[src/rtl/ramsim_pkg.sv]
// rtl/ramsim_pkg.sv - shared types and elaboration helpers for the RAM timing model
package ramsim_pkg;

    localparam int RESP_PID_W  = 3;
    localparam int RESP_DATA_W = 64;

    typedef struct packed {
        logic [RESP_PID_W-1:0]  pid;
        logic                   we;
        logic                   err;
        logic [RESP_DATA_W-1:0] rdata;
    } resp_entry_t;

    function automatic int clog2_f(input int value);
        int r;
        r = 0;
        for (int i = 0; i < 31; i++) begin
            if ((1 << i) < value) r = i + 1;
        end
        return r;
    endfunction

    function automatic int max_f(input int a, input int b);
        return (a > b) ? a : b;
    endfunction

    function automatic int pid_width(input int num_ports);
        return max_f(1, clog2_f(num_ports));
    endfunction

endpackage

[src/rtl/ramsim_rr_arbiter.sv]
// rtl/ramsim_rr_arbiter.sv - round-robin single-grant arbiter with registered pointer
module ramsim_rr_arbiter
    import ramsim_pkg::*;
#(
    parameter int NUM_PORTS = 2,
    localparam int PID_W = pid_width(NUM_PORTS)
) (
    input  logic                 clk,
    input  logic                 rst_n,
    input  logic                 en,
    input  logic [NUM_PORTS-1:0] req_valid,
    output logic [NUM_PORTS-1:0] grant,
    output logic                 grant_any,
    output logic [PID_W-1:0]     grant_idx
);

    logic [PID_W-1:0] rr_ptr_q;
    logic [PID_W-1:0] rr_ptr_d;

    // Grant the first valid port at or after rr_ptr, wrapping; nothing when disabled.
    always_comb begin
        int p;
        grant     = '0;
        grant_any = 1'b0;
        grant_idx = '0;
        p         = 0;
        if (en) begin
            for (int k = 0; k < NUM_PORTS; k++) begin
                p = int'(rr_ptr_q) + k;
                if (p >= NUM_PORTS) p = p - NUM_PORTS;
                if (!grant_any && req_valid[p]) begin
                    grant_any = 1'b1;
                    grant_idx = PID_W'(p);
                    grant[p]  = 1'b1;
                end
            end
        end
    end

    // A grant is always an acceptance, so the pointer moves past the winner.
    always_comb begin
        rr_ptr_d = rr_ptr_q;
        if (grant_any) begin
            rr_ptr_d = (grant_idx == PID_W'(NUM_PORTS - 1)) ? '0 : grant_idx + PID_W'(1);
        end
    end

    // Pointer register.
    always_ff @(posedge clk or negedge rst_n) begin
        if (!rst_n) rr_ptr_q <= '0;
        else        rr_ptr_q <= rr_ptr_d;
    end

endmodule

[config.mk]
export PLATFORM = sky130hd
export DESIGN_NAME = ramsim_rr_arbiter
export DESIGN_NICKNAME = d
export VERILOG_FILES = /design/src/rtl/ramsim_pkg.sv /design/src/rtl/ramsim_rr_arbiter.sv
export SDC_FILE = /design/constraint.sdc
export NUM_CORES = 1
export LEC_CHECK = 0
export ABC_AREA = 1
export BUFFER_PORTS_ARGS = -buffer_cell sky130_fd_sc_hd__buf_2
export CAP_MARGIN = 30
export CORE_AREA = 2 2 39 41
export CTS_CLUSTER_SIZE = 20
export DETAILED_ROUTE_END_ITERATION = 10
export DIE_AREA = 0 0 41 43
export SLEW_MARGIN = 20
export SYNTH_ARGS = -nofsm -noshare
export SYNTH_HDL_FRONTEND = slang
export SYNTH_SLANG_ARGS = --single-unit
[constraint.sdc]
create_clock -name clk -period 1.3 [get_ports clk]
set_input_delay 0.195 -clock clk [delete_from_list [all_inputs] [get_ports clk]]
set_output_delay 0.195 -clock clk [all_outputs]
set_load 0.005 [all_outputs]
# [Word-level counts from Yosys, hierarchy flattened]
# Index checks and enable logic that the tools add are counted.
[totals] reg_bits=1 inputBits=5 out_inout_bits=4 wordCells=42
[classes] add_sub_neg=4 n_lt_le_gt_ge=6 muxes=26 bitwise_logic=1 reduce_logical=4
[op_table] op="32-bit 2-to-1 mux" n=4
[op_table] op="32-bit by 1-bit >= comparator with 1-bit output, second input constant" n=2
[op_table] op="32-bit by 3-bit < comparator with 1-bit output, second input constant" n=2
[op_table] op="1-bit 2-to-1 mux" n=16
[op_table] op="2-bit 2-to-1 mux" n=4
[op_table] op="1-bit logical AND" n=3
[op_table] op="1-bit by 2-bit subtractor with 3-bit output, second input constant" n=1
[op_table] op="2-bit by 2-bit subtractor with 3-bit output, second input constant" n=1
[op_table] op="1-bit by 1-bit adder with 2-bit output, second input constant" n=1
[op_table] op="1-bit demux with 1-bit select" n=2
[op_table] op="1-bit by 2-bit >= comparator with 1-bit output, second input constant" n=1
[op_table] op="2-bit >= comparator, second input constant" n=1
[op_table] op="2-bit OR" n=1
[op_table] op="1-bit adder, second input constant" n=1
[op_table] op="1-bit logical NOT" n=1

# [Logic depth before layout (Yosys ltp)]
[logic_depth] word_depth=14 mapped_depth=3 ltp_nobuf=3

# [Least setup slack after synthesis]
# No wires, ideal clock.
[synth_timing] path_type="flip-flop to output port" from="reg rr_ptr_q" to="out grant[0]" arrival_ns=0.554 required_ns=1.105 setup_slack_ns=0.551 stages_incl_launch_ff=4 n_path_buf=0 cell_sequence="dfrtp_1 nand2_1 nand3_1 inv_1"
[synth_via] elab_chain_len=12
[synth_lines] item="start: declaration" line="ramsim_rr_arbiter.sv:17" source="logic [PID_W-1:0] rr_ptr_q;"
[synth_lines] item="start signal: assignment" line="ramsim_rr_arbiter.sv:51" source="else rr_ptr_q <= rr_ptr_d;"
[synth_lines] item="1-bit by 2-bit subtractor with 3-bit output or 1-bit by 2-bit >= comparator with 1-bit output (tied branches)" line="ramsim_rr_arbiter.sv:30" source="if (p >= NUM_PORTS) p = p - NUM_PORTS;"
[synth_lines] item="32-bit 2-to-1 mux" line="ramsim_rr_arbiter.sv:30"
[synth_lines] item="32-bit 2-to-1 mux" line="ramsim_rr_arbiter.sv:27" source="if (en) begin"
[synth_lines] item="32-bit by 1-bit >= comparator with 1-bit output (implied by the code) (tied with other cells)" line="ramsim_rr_arbiter.sv:34" source="grant[p] = 1'b1;"
[synth_lines] item="1-bit logical AND (implied by the code) or 1-bit 2-to-1 mux (tied branches)" line="ramsim_rr_arbiter.sv:34, ramsim_rr_arbiter.sv:31"
[synth_lines] item="1-bit 2-to-1 mux, on equally long branches" line="ramsim_rr_arbiter.sv:34, ramsim_rr_arbiter.sv:31"
[synth_lines] item="1-bit demux with 1-bit select or 1-bit 2-to-1 mux (tied branches)" line="ramsim_rr_arbiter.sv:34, ramsim_rr_arbiter.sv:31"
[synth_lines] item="2-bit 2-to-1 mux or 1-bit 2-to-1 mux (tied branches)" line="ramsim_rr_arbiter.sv:31, ramsim_rr_arbiter.sv:27"
[synth_lines] item="2-bit 2-to-1 mux or 1-bit logical NOT (tied branches)" line="ramsim_rr_arbiter.sv:27, ramsim_rr_arbiter.sv:31"
[synth_lines] item="2-bit OR (no line) or 1-bit logical AND (tied branches)"
[synth_lines] item="2-bit 2-to-1 mux (*)" line="ramsim_rr_arbiter.sv:31" source="if (!grant_any && req_valid[p]) begin"
[synth_lines] item="2-bit 2-to-1 mux (*)" line="ramsim_rr_arbiter.sv:27"
[synth_lines] item="end: declaration" line="ramsim_rr_arbiter.sv:12" source="output logic [NUM_PORTS-1:0] grant,"
# Mark *: on every way between the ends. The rest lies on a longest branch, timed or not. The select of a mux whose other input is x is not followed.

# [Worst setup path in the final report]
# Same ends and word-level chain as after synthesis.

==> metrics.md <==
| Metric | Value |
|---|---|
| VDD IR-drop max | `235 uV` |
| Number of remaining DRC errors | `0` |
| Syn. warnings | `0` |
| Drt pass-1 iters | `2` |
| Reg area | `25.0 um2` |
| Synth area leader | `dfrtp_1` |
| Worst hold slack | `510 ps` |
| Startpoint Class | `flip-flop` |
| Arrival time at the worst endpoint | `670 ps` |
| Vias per Instance | `2.89` |
| PostCTS Resize Cnt | `0` |
| Int Pwr | `53.3 uW` |
| Final GP Congestion | `0.589` |
| Crit path kind | `reg -> out` |
| Post-synth top area share | `33.9%` |
| Synth Flop Type | `dfrtp_1` |
| Slew Viols, Final | `0` |
| Relative slew margins | `92.1%` |
| Synth-to-Final Area Change | `94.9%` |
| Row count | `14` |
| Die height | `43 um` |
| RSZ-0062 raised after global routing | `false` |
| R2R Setup Slk | `640 ps` |
| Share of post-route cells with drive strength above 1 | `42.9%` |
| Largest net degree at the start of global routing | `5` |
| Critical-path cell list | `nand2_1, nand3_1, inv_1, buf_2` |
| GRT Util Overall | `3.31%` |
| CP Data Required Time | `1110 ps` |
| Pwr dens | `520 mW/mm2` |
| Initial core utilization | `5.33%` |
| Seq/Total Area, Yosys | `33.9%` |
| Final min period | `863 ps` |
| First-pass GRT wire length | `441 um` |
| DIE WIDTH | `41 um` |
| Cell Area, Synth | `73.8 um2` |
| Synth area leaders | `dfrtp_1 (34%), nand2_1 (20%), a21oi_1 (14%), nand3_1 (14%), inv_1 (10%)` |
| Multi-input combinational cell area | `41.3 um2` |
| Postcts setup bufs | `0` |
| Synth Area per Inst | `6.15 um2` |
| Sequential share of power | `51.4%` |
| Setup skew after layout | `0 ps` |
| Yosys cell types | `6` |
| Antenna fix cells | `0` |
| Worst skew pair latency | `0 ps` |
| Vias post-DR | `107` |
| Die area | `0.00176 mm2` |
| Mapped Cells | `12` |
| Outcome | `completed` |
| Worst-path clk slew | `0 ps` |
| Initial antenna violation count | `0` |
| Final Setup Violations | `0` |
| Avg WL per Cell | `6.70 um` |
| Largest register FFs | `1` |
| Iter 0 DRT Violations | `2` |
| Most frequent cell after synthesis | `nand2_1` |
| Mapped Nets | `17` |
| Highest clock rate | `1160 MHz` |
| Core area | `0.00138 mm2` |
| Switching power | `21.4 uW` |
| Sw frac | `28.7%` |
| Sum Neg Setup Slack | `0 ps` |
| Post-synth EDFFs | `0` |
| Clock group share of total power | `0%` |
| Fin nets | `28` |
| Crit-path slowest cell | `dfrtp_1` |
| Tcrit/Tclk final | `66.4%` |
| CP endpoint kind | `primary output` |
| Synth top cells by count | `nand2_1 (4), a21oi_1 (2), inv_1 (2), nand3_1 (2)` |
| Vias in the first global route | `115` |
| Leak pwr | `0.0000865 uW` |
| Max-cap violations | `0` |
| Port Buf Inserts | `8` |
| Slew @ Worst Pin | `119 ps` |
| Fill count | `157` |
| Gate power share | `48.6%` |
| IO Count | `9` |
| Fin. Hold Viols | `0` |
| Post-cts hold buffer count | `1` |
| Largest stage delay, worst path | `370 ps` |
| Reg with most FFs | `rr_ptr_q` |
| Worst-path fanout max | `3` |
| Hold crit path type | `in -> async` |
| Antenna Nets Post-Route | `0` |
| FFs w/ async S/R, synth | `100%` |
| Routed WL | `248 um` |
| #FFs+latches synth | `1` |
| Gr ovfl total | `0` |
| Power, Total | `74.8 uW` |
| Biggest regs | `rr_ptr_q x1` |
[layout by cell type (no fill, tap or decap), drive strengths merged]
| cell | count |
|---|---|
| buf | 8 |
| inv | 2 |
| nand2 | 5 |
| a21oi | 2 |
| dlygate4sd3 | 1 |
| dfrtp | 1 |
| nand3 | 2 |
[final timing paths]
path                          start  cells after the start        to
setup / recovery           rr_ptr_q                      4  grant[0]
hold / removal                rst_n                      2  rr_ptr_q
setup reg to reg           rr_ptr_q                      3  rr_ptr_q
hold reg to reg            rr_ptr_q                      2  rr_ptr_q
max in group asynchronous     rst_n                      2  rr_ptr_q
min in group clk                 en                      3  rr_ptr_q
[layer usage]
metal	global-route usage (%)	routed length, um	vias to the layer above
met5	0	0	-
met3	0.524	32	0
met4	0	0	0
li1	-	-	56
met1	5.11	144	42
met2	5.00	71	9
[critical path, delay by kind of cell (launching register included)]
| family | cells | cell delay (ps) |
|---|---|---|
| DFF | 1 | 370 |
| and+or+nand+nor | 2 | 140 |
| buffers and inverters | 2 | 160 |
[layout make-up]
| class | count | area share (%) |
|---|---|---|
| inverter | 2 | 5.22 |
| multi-input combinational | 9 | 28.7 |
| sequential | 1 | 17.4 |
| tap | 16 | 13.9 |
| timing repair buffer | 9 | 34.8 |
[per-stage QoR]
stage	utilization [%]	worst slack (ps)	cell area (um2)	instances
4_1_cts	10.4	433	144	37
3_5_place_dp	9.67	432	134	36
2_1_floorplan	-	551	73.8	12
6_report	10.4	437	144	37
3_3_place_gp	9.67	454	134	36
5_1_grt	10.4	369	144	37
[cells by family (layout without fill, tap and decap cells)]
family / Yosys count / in the layout / share of synthesized area, %
AO/OA/AOI/OAI: 2 / 2 / 13.6
flip-flops: 1 / 1 / 33.9
buffers and inverters: 2 / 11 / 10.2
AND/OR/NAND/NOR: 7 / 7 / 42.4
[power groups by stage]
stage	clock network, uW	registers [uW]	logic [uW]
global route	0	39.2	42.0
floorplan	0	38.0	15.3
detailed placement	0	38.4	34.4
CTS	0	38.4	36.6
finish	0	38.4	36.4
global placement	0	38.3	33.3
Note: power is estimated with default switching activity, not from simulation.
